`src/rtl/seg7_pkg.sv`:
```
// Shared definitions for the multiplexed 7-segment scan controller:
// active-low segment codes (bits [6:0] = g..a), the scan FSM state type,
// and the one-hot digit-enable helper.
package seg7_pkg;

  localparam int unsigned MAX_DIGITS = 8;

  localparam logic [6:0] SEG_0 = 7'h40;
  localparam logic [6:0] SEG_1 = 7'h79;
  localparam logic [6:0] SEG_2 = 7'h24;
  localparam logic [6:0] SEG_3 = 7'h30;
  localparam logic [6:0] SEG_4 = 7'h19;
  localparam logic [6:0] SEG_5 = 7'h12;
  localparam logic [6:0] SEG_6 = 7'h02;
  localparam logic [6:0] SEG_7 = 7'h78;
  localparam logic [6:0] SEG_8 = 7'h00;
  localparam logic [6:0] SEG_9 = 7'h10;
  localparam logic [6:0] SEG_A = 7'h08;
  localparam logic [6:0] SEG_B = 7'h03;
  localparam logic [6:0] SEG_C = 7'h46;
  localparam logic [6:0] SEG_D = 7'h21;
  localparam logic [6:0] SEG_E = 7'h06;
  localparam logic [6:0] SEG_F = 7'h0E;

  // All segments and the decimal point dark.
  localparam logic [7:0] SEG_OFF = 8'hFF;

  typedef enum logic {
    BLANK = 1'b0,
    SHOW  = 1'b1
  } scan_state_t;

  // One-hot enable for digit idx; callers truncate to their digit count.
  function automatic logic [MAX_DIGITS-1:0] digit_onehot(input logic [2:0] idx);
    return MAX_DIGITS'(1) << idx;
  endfunction

endpackage

```
`src/rtl/seg7_scan_ctrl_hex_decode.sv`:
```
// Combinational hex nibble to active-low 7-segment pattern.
// Ports:
//   nibble - hex digit to display
//   seg_c  - segment drive, active-low, bits [6:0] = g..a
module seg7_hex_decode
  import seg7_pkg::*;
(
  input  logic [3:0] nibble,
  output logic [6:0] seg_c
);

  always_comb begin
    seg_c = 7'h7F;
    case (nibble)
      4'h0: seg_c = SEG_0;
      4'h1: seg_c = SEG_1;
      4'h2: seg_c = SEG_2;
      4'h3: seg_c = SEG_3;
      4'h4: seg_c = SEG_4;
      4'h5: seg_c = SEG_5;
      4'h6: seg_c = SEG_6;
      4'h7: seg_c = SEG_7;
      4'h8: seg_c = SEG_8;
      4'h9: seg_c = SEG_9;
      4'hA: seg_c = SEG_A;
      4'hB: seg_c = SEG_B;
      4'hC: seg_c = SEG_C;
      4'hD: seg_c = SEG_D;
      4'hE: seg_c = SEG_E;
      4'hF: seg_c = SEG_F;
      default: seg_c = 7'h7F;
    endcase
  end

endmodule

```
`src/rtl/seg7_scan_ctrl.sv`:
```
// Time-multiplexed scan controller for NDIGITS common-anode 7-segment digits.
// A double-buffered display word is loaded through a valid/ready handshake and
// swapped in only at frame boundaries, so a frame is never torn. Each digit
// slot lasts PRESCALE cycles, the first BLANK_CYCLES of which keep all digit
// enables off to avoid ghosting.
// Ports:
//   clk, reset  - clock, asynchronous active-high reset
//   value_in    - 4*NDIGITS hex digits, nibble i drives digit i
//   dp_in       - per-digit decimal point request, active-high
//   load_valid  - value_in/dp_in valid
//   load_ready  - block can accept a load (low while a load is pending)
//   lzb_en      - leading-zero blanking enable
//   leds        - segment drive, active-low, bit 7 is the decimal point
//   ct          - digit enables, active-high, one-hot or zero
//   frame_done  - one-cycle pulse after the last digit slot of a frame
module seg7_scan_ctrl
  import seg7_pkg::*;
#(
  parameter int unsigned NDIGITS      = 4,
  parameter int unsigned PRESCALE     = 50000,
  parameter int unsigned BLANK_CYCLES = 2
) (
  input  logic                 clk,
  input  logic                 reset,
  input  logic [4*NDIGITS-1:0] value_in,
  input  logic [NDIGITS-1:0]   dp_in,
  input  logic                 load_valid,
  output logic                 load_ready,
  input  logic                 lzb_en,
  output logic [7:0]           leds,
  output logic [NDIGITS-1:0]   ct,
  output logic                 frame_done
);

  localparam int unsigned CW = (PRESCALE > 1) ? $clog2(PRESCALE) : 1;
  localparam int unsigned IW = $clog2(NDIGITS);
  localparam int unsigned VW = 4 * NDIGITS;

  localparam logic [CW-1:0] CNT_LAST   = CW'(PRESCALE - 1);
  localparam logic [CW-1:0] BLANK_LAST = CW'(BLANK_CYCLES - 1);
  localparam logic [IW-1:0] IDX_LAST   = IW'(NDIGITS - 1);

  logic [CW-1:0]      cnt;
  logic [IW-1:0]      idx;
  scan_state_t        state;
  scan_state_t        next_state;

  logic [VW-1:0]      active_val;
  logic [NDIGITS-1:0] active_dp;
  logic [VW-1:0]      shadow_val;
  logic [NDIGITS-1:0] shadow_dp;
  logic               pending;
  logic               pending_next;

  logic               slot_end;
  logic               frame_end;
  logic               accept;

  logic [3:0]         act_nib [NDIGITS];
  logic [NDIGITS-1:0] zero_from;
  logic               blank_digit;
  logic [3:0]         cur_nib;
  logic [6:0]         cur_seg;

  logic [NDIGITS-1:0] ct_d;
  logic [7:0]         leds_d;

  assign slot_end  = (cnt == CNT_LAST);
  assign frame_end = slot_end && (idx == IDX_LAST);
  assign accept    = load_valid && load_ready;

  // Slot counter and digit index.
  always_ff @(posedge clk or posedge reset) begin
    if (reset) begin
      cnt <= '0;
      idx <= '0;
    end else if (slot_end) begin
      cnt <= '0;
      idx <= (idx == IDX_LAST) ? '0 : idx + IW'(1);
    end else begin
      cnt <= cnt + CW'(1);
    end
  end

  // Scan FSM state register.
  always_ff @(posedge clk or posedge reset) begin
    if (reset) state <= BLANK;
    else       state <= next_state;
  end

  // Scan FSM next state: BLANK for the first BLANK_CYCLES of a slot, then SHOW.
  always_comb begin
    next_state = state;
    case (state)
      BLANK: if (cnt == BLANK_LAST) next_state = SHOW;
      SHOW:  if (slot_end)          next_state = BLANK;
      default: next_state = BLANK;
    endcase
  end

  // A pending load is consumed at the frame boundary; a new load can only be
  // accepted while nothing is pending, so the two never coincide.
  always_comb begin
    pending_next = pending;
    if (frame_end && pending) pending_next = 1'b0;
    else if (accept)          pending_next = 1'b1;
  end

  // Shadow capture and frame-aligned transfer to the active word.
  always_ff @(posedge clk or posedge reset) begin
    if (reset) begin
      shadow_val <= '0;
      shadow_dp  <= '0;
      active_val <= '0;
      active_dp  <= '0;
      pending    <= 1'b0;
      load_ready <= 1'b1;
    end else begin
      if (accept) begin
        shadow_val <= value_in;
        shadow_dp  <= dp_in;
      end
      if (frame_end && pending) begin
        active_val <= shadow_val;
        active_dp  <= shadow_dp;
      end
      pending    <= pending_next;
      load_ready <= ~pending_next;
    end
  end

  // Split the active word into nibbles.
  always_comb begin
    for (int i = 0; i < NDIGITS; i++) act_nib[i] = active_val[4*i +: 4];
  end

  // zero_from[i] is set when active nibbles i..NDIGITS-1 are all zero.
  always_comb begin
    logic all_zero;
    all_zero  = 1'b1;
    zero_from = '0;
    for (int i = NDIGITS - 1; i >= 0; i--) begin
      all_zero     = all_zero && (act_nib[i] == 4'h0);
      zero_from[i] = all_zero;
    end
  end

  assign blank_digit = lzb_en && (idx != '0) && zero_from[idx];
  assign cur_nib     = act_nib[idx];

  seg7_hex_decode u_dec (
    .nibble (cur_nib),
    .seg_c  (cur_seg)
  );

  // Output decode from the current state; registered below.
  always_comb begin
    ct_d   = '0;
    leds_d = SEG_OFF;
    if ((state == SHOW) && !blank_digit) begin
      ct_d   = NDIGITS'(digit_onehot(3'(idx)));
      leds_d = {~active_dp[idx], cur_seg};
    end
  end

  // Output registers.
  always_ff @(posedge clk or posedge reset) begin
    if (reset) begin
      ct         <= '0;
      leds       <= SEG_OFF;
      frame_done <= 1'b0;
    end else begin
      ct         <= ct_d;
      leds       <= leds_d;
      frame_done <= frame_end;
    end
  end

endmodule

```
`config.mk`:
```
export PLATFORM = sky130hd
export DESIGN_NAME = seg7_scan_ctrl
export DESIGN_NICKNAME = d
export VERILOG_FILES = /design/src/rtl/seg7_pkg.sv /design/src/rtl/seg7_scan_ctrl_hex_decode.sv /design/src/rtl/seg7_scan_ctrl.sv
export SDC_FILE = /design/constraint.sdc
export NUM_CORES = 1
export LEC_CHECK = 0
export BUFFER_PORTS_ARGS = -buffer_cell sky130_fd_sc_hd__clkbuf_2
export CAP_MARGIN = 20
export CORE_MARGIN = 2
export CORE_UTILIZATION = 58
export CTS_BUF_LIST = sky130_fd_sc_hd__clkbuf_4 sky130_fd_sc_hd__clkbuf_8 sky130_fd_sc_hd__clkbuf_16
export DETAILED_ROUTE_END_ITERATION = 7
export PLACE_DENSITY = 0.79
export SYNTH_ARGS = -nofsm -noshare
export SYNTH_HDL_FRONTEND = slang
export SYNTH_SLANG_ARGS = --single-unit
```
`constraint.sdc`:
```
create_clock -name clk -period 3.1 [get_ports clk]
set_clock_uncertainty 0.1 [all_clocks]
set_input_delay 0.31 -clock clk [delete_from_list [all_inputs] [get_ports clk]]
set_output_delay 0.31 -clock clk [all_outputs]
set_load 0.01 [all_outputs]
```
Word level (Yosys, flattened, before mapping)
Memories as Yosys holds them, arrays and structs flattened.
Cells that the tools add are included.
W data, S select, Z words.
{"block": "op_classes", "n_addsub": 2, "n_mul": 0, "div": 0, "n_lt_le_gt_ge": 2, "eq_ne": 3, "n_shift": 1, "mux": 16, "n_bitwise": 4, "reduce_logical": 15}
{"op": "$add A16 B1 Y16 const B", "count": 1}
{"op": "$eq A16 B1 Y1 const B", "count": 1}
{"op": "$eq A16 B16 Y1 const B", "count": 1}
{"op": "$logic_not A4 Y1", "count": 4}
{"op": "$mux W16", "count": 1}
{"op": "$mux W4", "count": 3}
{"op": "$logic_and A1 B1 Y1", "count": 9}
{"op": "$bmux W4 S2", "count": 1}
{"op": "$mux W8", "count": 1}
{"op": "$mux W1", "count": 6}
{"op": "$bmux W1 S2", "count": 2}
{"op": "$shl A1 B2 Y4 const A", "count": 1}
{"op": "$ge A3 B3 Y1 const B", "count": 1}
{"op": "$lt A2 B3 Y1 const B", "count": 1}
{"op": "$not A1 Y1", "count": 3}
{"op": "$not A2 Y3", "count": 1}
{"op": "$add A2 B1 Y2 const B", "count": 1}
{"op": "$eq A2 B2 Y1 const B", "count": 1}
{"op": "$mux W2", "count": 1}
{"op": "$pmux W1 S2", "count": 1}
{"op": "$reduce_bool A2 Y1", "count": 1}
{"op": "$logic_not A1 Y1", "count": 1}
{"block": "word_totals", "register_bits": 74, "latch_bits": 0, "ramBits": 0, "romBits": 112, "out_inout_bits": 14, "n_memories": 1}
{"name": "(no name shown)", "depth": 16, "width": 7, "read_ports": 1, "rd_clocked_by_memory_dff": 0, "write_ports": 0, "line": "seg7_scan_ctrl_hex_decode.sv:14", "rtl": "case (nibble)"}

Longest topological paths before layout
{"block": "depth", "word_depth": 10, "depth_mapped": 8, "depth_no_buf": 7}

Modules after synthesis
From an unflattened synthesis, not the netlist that was laid out.
{"block": "hier_totals", "cells_unflattened": 265, "hier_area_um2": 3430.8}
{"mod": "seg7_scan_ctrl", "n_inst": 1, "cells_each": 233, "area_each_um2": 3155.5, "seq_area_each_um2": 1863.0}
{"mod": "seg7_hex_decode", "n_inst": 1, "cells_each": 32, "area_each_um2": 275.3, "seq_area_each_um2": 0.0}

Worst setup path after synthesis
No wires, ideal clock.
{"block": "synth_path", "path_kind": "register to register", "start": "reg idx[0]", "end": "reg leds[0]", "arrival_time_ns": 2.092, "t_required_ns": 2.915, "path_slack_ns": 0.823, "stages_incl_launch_ff": 8, "n_path_buf": 1, "path_cell_list": "dfrtp_1 -> buf_4 -> mux4_2 -> inv_1 -> ha_1 -> nor4b_1 -> a2111o_1 -> o221ai_1"}
{"block": "synth_between", "elab_chain_len": 6, "word_cells_on_any_way": 13}
{"element": "start, declared", "line": "seg7_scan_ctrl.sv:44", "rtl": "logic [IW-1:0] idx;"}
{"element": "start signal, assigned", "line": "seg7_scan_ctrl.sv:79", "rtl": "idx <= (idx == IDX_LAST) ? '0 : idx + IW'(1);"}
{"element": "$not A2 Y3 (implied by the code) (tied with other cells)", "line": "seg7_scan_ctrl.sv:149", "rtl": "assign cur_nib = act_nib[idx];"}
{"element": "$bmux W4 S2 (tied with other cells)", "line": "seg7_scan_ctrl.sv:149"}
{"element": "$mux W4 (implied by the code) / $logic_and A1 B1 Y1 (equally long branches)", "line": "seg7_scan_ctrl.sv:149, seg7_scan_ctrl.sv:148"}
{"element": "$mux W4 (implied by the code) / $logic_not A1 Y1 (equally long branches)", "line": "seg7_scan_ctrl.sv:149, seg7_scan_ctrl.sv:160"}
{"element": "$mem_v2 Z16 W7 / $logic_and A1 B1 Y1 (equally long branches)"}
{"element": "$mux W8 *", "line": "seg7_scan_ctrl.sv:160", "rtl": "if ((state == SHOW) && !blank_digit) begin"}
{"element": "via leds_d[0]", "line": "seg7_scan_ctrl.sv:66", "rtl": "logic [7:0] leds_d;"}
{"element": "end signal, assigned", "line": "seg7_scan_ctrl.sv:174", "rtl": "leds <= leds_d;"}
{"element": "end, declared", "line": "seg7_scan_ctrl.sv:30", "rtl": "output logic [7:0] leds,"}
The timed path passes the listed nets; every way through them passes the cells marked *. The select of a mux whose other input is x is not followed.
A chain may end at the register's enable or synchronous reset.

Final worst setup path
Ends and elaborated chain as after synthesis.

==> out/results.txt <==
run status: finished, final reports clean
Slowest-stage cell, CP: dfrtp_1
CTS hold repair buffers: 0
Pre-antenna DRT Iters: 4
syn_area_per_cell: 12.8 sq um
f_max: 0.382 GHz
area grow syn2layout: 10.7%
Pwr per Cell Area: 499 nW/um^2
layout cell share with drive strength beyond 1: 36.8%
WL met2: 2.86 mm
initial antenna violation count: 0
crit path time final: 2.61 ns
yosys warns: 0
fin util: 66.7%
CTS buffer count: 9
total routed wirelength: 6.18 mm
Critical Path AT: 2.77 ns
CTS tree: done
die width: 82.7 um
Max Transition Viols Final: 0
Cell variety after synth: 45
placed insts: 380
fin crit share: 84.3%
DP HPWL: 4.25 mm
ANT cells: 0
post-DR wirelength/cell: 15.6 um
CTS H-Tree Depth: 3
crit start category: flip-flop
crit-path max cell delay: 0.70 ns
cts repair resizes: 0
Synth Flop Type: dfrtp_1
Core ar.: 5960 sq um
Critical R2R Launch: idx[0]$_DFFE_PP0N_
buffer and inverter count on the worst path: 1
routed wl met3: 224 um
pre-CTS WS: 0.546 ns
crit path cell chain: mux4_2, inv_1, ha_1, nor4b_1, a2111o_1, o221ai_1
wire length of the first global-routing pass: 10.3 mm
Hold WC Path Type: input pin to async pin
reg2reg setup slack: 0.49 ns
R2R Path End: leds[0]$_DFF_PP1_
Synth area leader: dfrtp_1
post-CTS setup buffers: 0
most frequent cells in the layout: dfrtp_1, clkbuf_2, mux2_2
Worst setup EP type: flip-flop
root buf cell: clkbuf_8
syn nets: 316
Clock Latency Late Sink: 0.35 ns
crit path max fanout: 14
post-placement cell area: 3790 sq um
post-synthesis instance total: 280
number of I/O pins: 38
register area share after synthesis: 51.9%
Peak supply drop: 0.391 mV
routability-driven placement congestion ratio: 0.848
DR vias: 2246
clk sink count: 74
Layout Nets: 352
Reg2Reg Depth: 6
number of synthesized flops with an enable pin: 0
most common cell after layout, fill and taps aside: dfrtp_1
Hold Slack: 0.0830 ns
number of buffers added on ports: 37
Largest delay share family, worst path: flip-flops
Synth Register Bits: 74
GRT overflow: 0
top layer in use: met4
relative slew slack: 38.3%
initial core utilization: 60.3%
Async SR Flop Fraction: 100%
final cell count without fillers: 396
WS Path Type: flip-flop to flip-flop
standard-cell rows: 28
crit path from: idx[0]$_DFFE_PP0N_
post-synthesis cell area: 3590 sq um
die height: 82.7 um
die area: 6830 sq um
Remaining DRCs: 0
met1 wire length: 3.05 mm
max cap viols: 0
Slew @ Worst Pin: 0.926 ns
final worst setup slack: 0.485 ns
clock buffer depth: 2
fillers: 447
DR iter-0 viols: 179
synth top area cells: dfrtp_1, mux2_4, mux2_2, dfstp_2, ha_1
top cell type's share of synthesized area: 45.3%
RSZ-0062 raised after global routing: false
vias per cell: 5.67
Hold Fails Final Rpt: 0
Worst Path Required: 3.26 ns
clock-pin slew on the worst setup and hold paths: 0.08 ns
final setup TNS: 0 ns
gr usage total: 20.6%
largest net degree at the start of global routing: 75
LEAKAGE: 1.85 nW
Setup violations, final: 0
number of global-route vias before repair: 2123
cell area after layout: 3980 sq um
Final ANT Viol Nets: 0
Power Total: 1.98 mW
flip-flops by register name, summed over array words and instances, names as in the netlist:
register	cells
cnt	16
idx	2
load_ready	1
pending	1
ct	4
shadow_dp	4
state	1
active_dp	4
frame_done	1
leds	8
shadow_val	16
active_val	16
layout make-up:
class,count,area [sq um],share of cell area (%)
clock buffers,9,124,3.12
flip-flops and latches,74,1860,46.9
clock inverters,7,57.6,1.45
inverters,10,37.5,0.944
repair buffers,38,193,4.85
multi-input cells,183,1610,40.4
well taps,75,93.8,2.36
report_power, final:
part	switching [mW]	internal (mW)	leakage, nW	total, mW
clock network	0.394	0.301	0.0833	0.695
registers	0.0614	1.07	0.928	1.14
logic	0.0535	0.0976	0.843	0.151
total	0.509	1.47	1.85	1.98
Yosys cell counts, types with 2 or more instances:
| library cell | count |
|---|---|
| a21oi_1 | 4 |
| and2_1 | 8 |
| and3_1 | 5 |
| buf_1 | 2 |
| buf_2 | 6 |
| buf_6 | 3 |
| dfrtp_1 | 65 |
| dfstp_2 | 9 |
| ha_1 | 12 |
| inv_1 | 9 |
| mux2_2 | 24 |
| mux2_4 | 19 |
| mux2i_1 | 4 |
| mux4_2 | 5 |
| nand2_1 | 15 |
| nand3_1 | 10 |
| nand4_1 | 6 |
| nor2_1 | 19 |
| nor3_1 | 4 |
| nor4_1 | 6 |
| nor4b_1 | 3 |
| o211ai_1 | 3 |
| o21ai_0 | 3 |
| o21bai_1 | 2 |
| xnor2_1 | 7 |
| xor2_1 | 8 |
worst min-delay path, delay by kind of cell:
family	cells	cell delay [ns]
buffers and inverters	3	0.76
logic make-up (layout without fill, tap and decap cells):
logic type,Yosys count,count (layout),share of synthesized area [%]
compound gates,22,22,4.46
xor+xnor,15,15,3.66
fa+ha+maj,12,12,4.18
buf+inv,23,64,3.35
flops,74,74,51.9
mux,52,52,19.7
simple gates,82,82,12.7
routing by layer:
| layer | global-route usage [%] | vias to the layer above |
|---|---|---|
| met2 | 27.7 | 54 |
| li1 | - | 1071 |
| met1 | 30.7 | 1117 |
| met3 | 6.20 | 4 |
| met5 | 0 | - |
| met4 | 9.02 | 0 |
how the worst max path moves through the flow:
stage,end,cells after the start
5_1_grt,leds[0]$_DFF_PP1_,6
6_report,leds[0]$_DFF_PP1_,6
2_1_floorplan,active_dp[0]$_DFFE_PP0P_,1
3_5_place_dp,leds[0]$_DFF_PP1_,6
3_3_place_gp,leds[0]$_DFF_PP1_,6
4_1_cts,leds[0]$_DFF_PP1_,6
Note: power is estimated with default switching activity, not from simulation.
